--- src/rtl/signal_event_fifo.sv ---
// ----------------------------------------------------------------------------
// signal_event_fifo
//
// Buffers timestamped pin-change events between the signal analyser and the
// SPI data sender. One event word is {time[31:0], pins[7:0]}. The sender
// drains one word per 5-byte SPI frame. Bursts of pin activity are absorbed
// here. A write that finds no free slot is dropped, and the drop is reported
// through a sticky overflow flag and a saturating dropped_count.
//
// Handshake: the write side is a strobe with no back-pressure. A word offered
// with wr_valid=1 is either stored or dropped in that same cycle. The read
// side is first-word-fall-through. While rd_valid=1, rd_data holds the oldest
// word. rd_ack=1 in a cycle with rd_valid=1 pops that word at the clock edge.
// rd_ack while rd_valid=0 is ignored.
//
// Optional feature (macro SIGNAL_FIFO_DROP_MARKER_EN): after a run of drops,
// an in-band marker word {16'hFFFF, dropped_count, 8'h00} is inserted at the
// first free slot. This marks the position of the loss in the stream.
//
// Ports:
//   clk           system clock
//   rst           asynchronous, active-low reset
//   wr_valid      single-cycle event strobe from the analyser
//   wr_data       event word, sampled when wr_valid=1
//   rd_data       registered head-of-queue word
//   rd_valid      FIFO non-empty
//   rd_ack        sender latched rd_data; pop the head
//   count         number of stored words, 0..2^DEPTH_LOG2
//   full          count == 2^DEPTH_LOG2
//   overflow      sticky: a write was dropped since the last clear
//   clr_overflow  clears overflow and dropped_count
//   dropped_count saturating count of dropped writes
// ----------------------------------------------------------------------------
module signal_event_fifo #(
    parameter int DATA_W     = 40,
    parameter int DEPTH_LOG2 = 4
) (
    input  logic                  clk,
    input  logic                  rst,
    input  logic                  wr_valid,
    input  logic [DATA_W-1:0]     wr_data,
    output logic [DATA_W-1:0]     rd_data,
    output logic                  rd_valid,
    input  logic                  rd_ack,
    output logic [DEPTH_LOG2:0]   count,
    output logic                  full,
    output logic                  overflow,
    input  logic                  clr_overflow,
    output logic [15:0]           dropped_count
);

    localparam int                DEPTH     = 1 << DEPTH_LOG2;
    localparam logic [DEPTH_LOG2:0] DEPTH_CNT = (DEPTH_LOG2 + 1)'(DEPTH);
    localparam logic [DEPTH_LOG2:0] ONE       = (DEPTH_LOG2 + 1)'(1);

    logic [DATA_W-1:0]   mem [DEPTH];
    logic [DEPTH_LOG2:0] wr_ptr;
    logic [DEPTH_LOG2:0] rd_ptr;
    logic [DEPTH_LOG2:0] rd_ptr_next;
    logic [DEPTH_LOG2:0] count_next;
    logic [DATA_W-1:0]   push_data;
    logic [DATA_W-1:0]   head_next;
    logic                pop;
    logic                slot_free;
    logic                marker_write;
    logic                push;
    logic                drop;

    assign full      = (count == DEPTH_CNT);
    assign pop       = rd_ack && rd_valid;
    // A slot is available if not full, or if the head leaves this same cycle.
    assign slot_free = !full || pop;

`ifdef SIGNAL_FIFO_DROP_MARKER_EN
    logic [DATA_W-1:0] marker_word;
    // A non-zero dropped_count means the current drop run is still unmarked.
    // Writing a marker clears the count, and clr_overflow also cancels it.
    assign marker_write = (dropped_count != 16'd0) && slot_free;
    assign marker_word  = DATA_W'({16'hFFFF, dropped_count, 8'h00});
    assign push_data    = marker_write ? marker_word : wr_data;
`else
    assign marker_write = 1'b0;
    assign push_data    = wr_data;
`endif

    // The marker takes the free slot ahead of a concurrent event, so that event is dropped.
    assign push = slot_free && (wr_valid || marker_write);
    assign drop = wr_valid && !(slot_free && !marker_write);

    assign rd_ptr_next = pop ? (rd_ptr + ONE) : rd_ptr;

    always_comb begin
        count_next = count;
        case ({push, pop})
            2'b10:   count_next = count + ONE;
            2'b01:   count_next = count - ONE;
            default: count_next = count;
        endcase
    end

    // Next registered head. If the slot being written is the new head, the
    // FIFO is empty after this cycle's pop, so bypass the incoming word.
    always_comb begin
        head_next = mem[rd_ptr_next[DEPTH_LOG2-1:0]];
        if (push && (wr_ptr == rd_ptr_next)) begin
            head_next = push_data;
        end
    end

    // Storage has no reset. Contents are don't-care until written.
    always_ff @(posedge clk) begin
        if (push) begin
            mem[wr_ptr[DEPTH_LOG2-1:0]] <= push_data;
        end
    end

    always_ff @(posedge clk or negedge rst) begin
        if (!rst) begin
            wr_ptr   <= '0;
            rd_ptr   <= '0;
            count    <= '0;
            rd_valid <= 1'b0;
            rd_data  <= '0;
        end else begin
            if (push) begin
                wr_ptr <= wr_ptr + ONE;
            end
            rd_ptr   <= rd_ptr_next;
            count    <= count_next;
            rd_valid <= (count_next != '0);
            if (count_next != '0) begin
                rd_data <= head_next;
            end
        end
    end

    // A drop in the same cycle as a clear (or as a marker write) starts a new
    // run at 1 instead of being lost.
    always_ff @(posedge clk or negedge rst) begin
        if (!rst) begin
            overflow      <= 1'b0;
            dropped_count <= 16'd0;
        end else begin
            if (drop) begin
                overflow <= 1'b1;
                if (clr_overflow || marker_write) begin
                    dropped_count <= 16'd1;
                end else if (dropped_count != 16'hFFFF) begin
                    dropped_count <= dropped_count + 16'd1;
                end
            end else begin
                if (clr_overflow) begin
                    overflow <= 1'b0;
                end
                if (clr_overflow || marker_write) begin
                    dropped_count <= 16'd0;
                end
            end
        end
    end

endmodule

--- config.mk ---
export PLATFORM = sky130hd
export DESIGN_NAME = signal_event_fifo
export DESIGN_NICKNAME = d
export VERILOG_FILES = /design/src/rtl/signal_event_fifo.sv
export SDC_FILE = /design/constraint.sdc
export NUM_CORES = 1
export LEC_CHECK = 0
export CORE_MARGIN = 3
export CORE_UTILIZATION = 50
export CTS_CLUSTER_DIAMETER = 120
export DETAILED_ROUTE_END_ITERATION = 7
export PLACE_DENSITY = 0.67
export SETUP_SLACK_MARGIN = 0.05
export SYNTH_ARGS = -nofsm -noshare
export SYNTH_HDL_FRONTEND = slang
export SYNTH_SLANG_ARGS = --single-unit
--- constraint.sdc ---
create_clock -name clk -period 5.27 [get_ports clk]
set_input_delay 1.054 -clock clk [delete_from_list [all_inputs] [get_ports clk]]
set_output_delay 1.054 -clock clk [all_outputs]
set_load 0.05 [all_outputs]
; ---- Word level (Yosys, flattened, before mapping)
; Memories as Yosys holds them, arrays and structs flattened.
; Index checks and enable logic that the tools add are counted.
[word_totals]
elab_cells = 40
in_bits = 45
ramBits = 640
n_memories = 1
ff_bits = 73
out_inout_bits = 64
[op_classes]
mux = 11
addsub = 5
reduce_logical = 11
eq_ne = 5
[memory_table]
columns = memory, depth, width, rd, rd_clocked_by_memory_dff, write_ports, line_no
row1 = mem, 16, 40, 1, 0, 1, 56  ; logic [DATA_W-1:0] mem [DEPTH];
[op_table]
columns = operator, count
row1 = 2-to-1 mux 16 bit, 4
row2 = 2-to-1 mux 40 bit, 1
row3 = "adder 16 x 1 -> 16 bit, second input constant", 1
row4 = "!= test 16 bit, second input constant", 1
row5 = "adder 5 x 1 -> 5 bit, second input constant", 3
row6 = case mux 5 bit (2 select lines), 1
row7 = equality test 5 bit, 1
row8 = "equality test 5 bit, second input constant", 1
row9 = 2-to-1 mux 5 bit, 1
row10 = nonzero test 5 bit, 1
row11 = "subtractor 5 x 1 -> 5 bit, second input constant", 1
row12 = logical AND 1 bit, 4
row13 = 2-to-1 mux 1 bit, 4
row14 = nonzero test 2 bit, 2
row15 = "equality test 2 x 1 -> 1 bit, second input constant", 1
row16 = "equality test 2 bit, second input constant", 1
row17 = zero test 1 bit, 2
row18 = AND reduction 2 bit, 1
row19 = logical OR 1 bit, 1

; ---- Logic depth before layout (Yosys ltp)
[depth]
depth_word = 7
mapped_depth = 14
ltp_nobuf = 10

; ---- Worst setup path before layout
; OpenSTA, ideal clock, no wires.
[synth_timing]
path_kind = input-to-reg
start = in rd_ack
end = mem mem[3][0] (enable)
t_required_ns = 4.783
n_path_buf = 3
stages = 7
setup_slack_ns = 0.096
t_arrival_ns = 4.687
setup_time_ns = 0.487
path_cell_list = buf_2 and2_1 buf_2 o31a_1 buf_2 nand2_1 nor3_1
[synth_between]
elab_chain_cells = 5
[synth_rtl]
columns = item, line_no
row1 = start: declaration, 44  ; input logic rd_ack,
row2 = logical AND 1 bit, 70  ; assign pop = rd_ack && rd_valid;
row3 = logical OR 1 bit, 72  ; assign slot_free = !full || pop;
row4 = logical AND 1 bit, 87  ; assign push = slot_free && (wr_valid || marker_write);
row5 = 2-to-1 mux 1 bit, 112  ; if (push) begin
row6 = 2-to-1 mux 1 bit (implied by the code), 113  ; mem[wr_ptr[DEPTH_LOG2-1:0]] <= push_data;
row7 = end: declaration, 56
; No other way between the ends.

; ---- Worst setup path in the final report
[layout_timing]
start = in wr_valid
end = reg rd_data[0]
[layout_between]
elab_chain_cells = 4
elab_cells_between_ends = 7
cone_classes = eq/ne: 2 / mux: 2 / reduce/logical: 3
[layout_rtl]
columns = item, line_no
row1 = start: declaration, 40  ; input logic wr_valid,
row2 = logical AND 1 bit *, 87
row3 = equality test 2 x 1 -> 1 bit / equality test 2 bit (equally long branches), 94  ; case ({push, pop})
row4 = case mux 5 bit (2 select lines), 94
row5 = nonzero test 5 bit, 131  ; if (count_next != '0) begin
row6 = end signal: assignment, 132  ; rd_data <= head_next;
row7 = end: declaration, 42  ; output logic [DATA_W-1:0] rd_data,
; Every way passes the cells marked *; elsewhere a longest branch is shown, timed or not.
; A chain may end at the register's enable or synchronous reset.

==> out/metrics.cfg <==
[route]
num_vias=20100
dr.pass1.iters=8
wl_um=83700
postRouteAntennaNets=0
wl_per_cell_um=28.3
vias_per_cell=6.81
first_iter_violations=2255
drc=0

[timing]
finalHoldViolations=0
clock.fmax_mhz=238
rsz0062_at_grt=false
tns_ns=0
drv_slew=0
fin_crit_ns=4.21
setup_viol=0
skew_ns=0.0275
slew_headroom=0.187
finalCritPeriodShare=0.799
worst_pin_slew_ns=1.22

[logic_synthesis]
synth_simple_gate_area_frac=0.0650
ys_types=67
yosysSeqAreaShare=0.697
yosys_warnings=0
synth_compound_area_frac=0.137
synth_edf_count=640
synth_area_um2=30200
synth-seq-cells=713
synth_top_family_by_area=compound AO/OA/AOI/OAI gates
syn_nets=2098
synthXorXnorAreaFrac=0.00717
synth_ff_type=edfxtp_1
synthArstFlopShare=0.102
syn_inst=2043
synthAdderAreaFrac=0.00439
syn_area_per_cell_um2=14.8
synth_mux_area_frac=0.0613

[global_route]
track_usage=0.262
grt_max_degree=164
grt_pass1_wl_um=124000
antenna_found_initial=0
first_global_vias=19900
overflow=0

[worst_setup_path]
crit_type=in -> reg
r2r_start=rd_ptr[1]$_DFF_PN0_
cp-startpoint=wr_valid
path_max_fanout=41
start_kind=input port
crit_arrival_ns=4.63
endpoint_kind=flop
crit_required_ns=5.69

[clock_network]
cts-buffers-inserted=73
clockBufferDepth=3
htreeDepth=3
cts_resized=0
clkLatencyLatePin_ns=0.63
post_cts_buffers=0
clkSlewWorstSetupHoldPaths_ns=0.06
postCtsHoldBufs=0
cts_root_buf=clkbuf_16
cts_tree=built
clock_sinks=713

[layout]
n_antenna_cell=0
mostFrequentLayoutCells=edfxtp_1 (640), nand2_1 (137), mux2i_1 (130)
area_delta_synth_final_pct=14.9
drive_gt1_frac=0.113
final_common_cell=edfxtp_1
post-route-util=0.585
nNetsFinal=2175
fill_cells=4487

[placement]
io_buffers=108
dp.final_hpwl_um=46400
gp_congestion=0.838

[floorplanning]
core_area_um2=59400
dieWidth_um=252
die_area_um2=63400
fp.dieH_um=252
pin_count=109
initial_core_util=0.509
placementRows=89

[status]
outcome=finished, final reports clean

[run]
cap_violations=0

[power]
p_leak_nw=11.4
power_density_nw_per_um2=619
irDropWorstVdd_uv=449

[worst_hold_path]
hold_path_class=in -> async

-- state kept, by name (all words and copies together), names as in the netlist --
name	flops
overflow	1
wr_ptr	5
count	5
dropped_count	16
rd_ptr	5
mem	640
rd_valid	1
rd_data	40
-- through the flow --
stage	power, mW	hold WS, ns	cells	setup WS, ns	instance area [um2]
3_5_place_dp	16.5	0.508	2818	0.533	32400
4_1_cts	21.5	0.414	2954	1.18	34700
2_1_floorplan	13.4	0.489	2043	0.0965	30200
6_report	21.5	0.428	2954	1.06	34700
3_3_place_gp	16.2	0.494	2818	0.659	32400
5_1_grt	22.4	0.437	2954	0.902	34700
-- synth_stat cells (15+ instances only) --
| cell | count | share of area |
|---|---|---|
| mux4_2 | 24 | 0.018 |
| edfxtp_1 | 640 | 0.64 |
| nor2_1 | 34 | 0.0042 |
| o221ai_1 | 18 | 0.0052 |
| nor3_1 | 65 | 0.011 |
| a221oi_1 | 93 | 0.027 |
| a22o_1 | 18 | 0.0052 |
| o311ai_0 | 18 | 0.0052 |
| nand2b_1 | 25 | 0.0052 |
| a21oi_1 | 47 | 0.0078 |
| nand2_1 | 137 | 0.017 |
| o22ai_1 | 44 | 0.0091 |
| buf_1 | 20 | 0.0025 |
| dfrtp_1 | 73 | 0.060 |
| inv_1 | 28 | 0.0035 |
| xor2_1 | 15 | 0.0043 |
| a222oi_1 | 39 | 0.013 |
| o211ai_1 | 20 | 0.0050 |
| mux2i_1 | 130 | 0.043 |
| a31oi_1 | 58 | 0.012 |
| buf_2 | 23 | 0.0038 |
| a32oi_1 | 22 | 0.0064 |
| nand3_1 | 29 | 0.0048 |
| a22oi_1 | 121 | 0.030 |
| clkbuf_1 | 130 | 0.016 |
| nand4_1 | 45 | 0.0093 |
| o21ai_0 | 22 | 0.0036 |
| nand4b_1 | 18 | 0.0052 |
-- cell type report --
type | instances | area [um2] | share of cell area
clock inverters | 27 | 253 | 0.00728
repair buffers | 181 | 1710 | 0.0493
inverters | 28 | 105 | 0.00303
multi-input cells | 1123 | 8550 | 0.246
clock buffers | 109 | 2060 | 0.0595
well taps | 773 | 967 | 0.0279
flip-flops and latches | 713 | 21100 | 0.607
-- critical path, cell delays in order --
cell and delay (ns):
clkdlybuf4s50_1 0.66, nand2b_1 0.24, inv_1 0.13, ha_1 0.37
o21a_1 0.15, o2111a_1 0.24, a2111oi_0 0.48, a2111o_2 0.18
or2_2 0.90, a31oi_1 0.20
-- logic make-up after synthesis --
logic type | count (synthesis)
AOI/OAI and AO/OA | 548
xor gates and xnor gates | 23
adders and majority gates | 10
buffers and inverters | 207
DFF | 713
muxes | 155
and+or+nand+nor | 387
-- where the power goes --
group          total [mW]  switching [mW]  leakage (nW)  internal [mW]
Combinational        9.08            5.89          3.61           3.19
Sequential           7.39           0.448          6.66           6.95
Clock                5.01            2.13          1.13           2.88
-- path summary, 6_finish.rpt --
| kind | end | slack (ns) | depth (start not counted) |
|---|---|---|---|
| hold / removal | dropped_count[3]$_DFFE_PN0P_ | 0.43 | 1 |
| setup / recovery | rd_data[0]$_DFFE_PN0P_ | 1.06 | 10 |
| min in group clk | overflow$_DFFE_PN0P_ | 0.51 | 1 |
| hold reg to reg | overflow$_DFFE_PN0P_ | 0.51 | 1 |
| setup reg to reg | rd_data[6]$_DFFE_PN0P_ | 1.42 | 7 |
| max in group asynchronous | rd_ptr[0]$_DFF_PN0_ | 3.69 | 2 |
-- metal layers --
layer	GRT usage	wire [um]	vias to the layer above
li1	-	-	8575
met2	0.431	40800	1127
met5	0	0	-
met1	0.348	32400	10200
met3	0.0481	7300	177
met4	0.105	3220	0
Power figures use the tool's default switching activity.
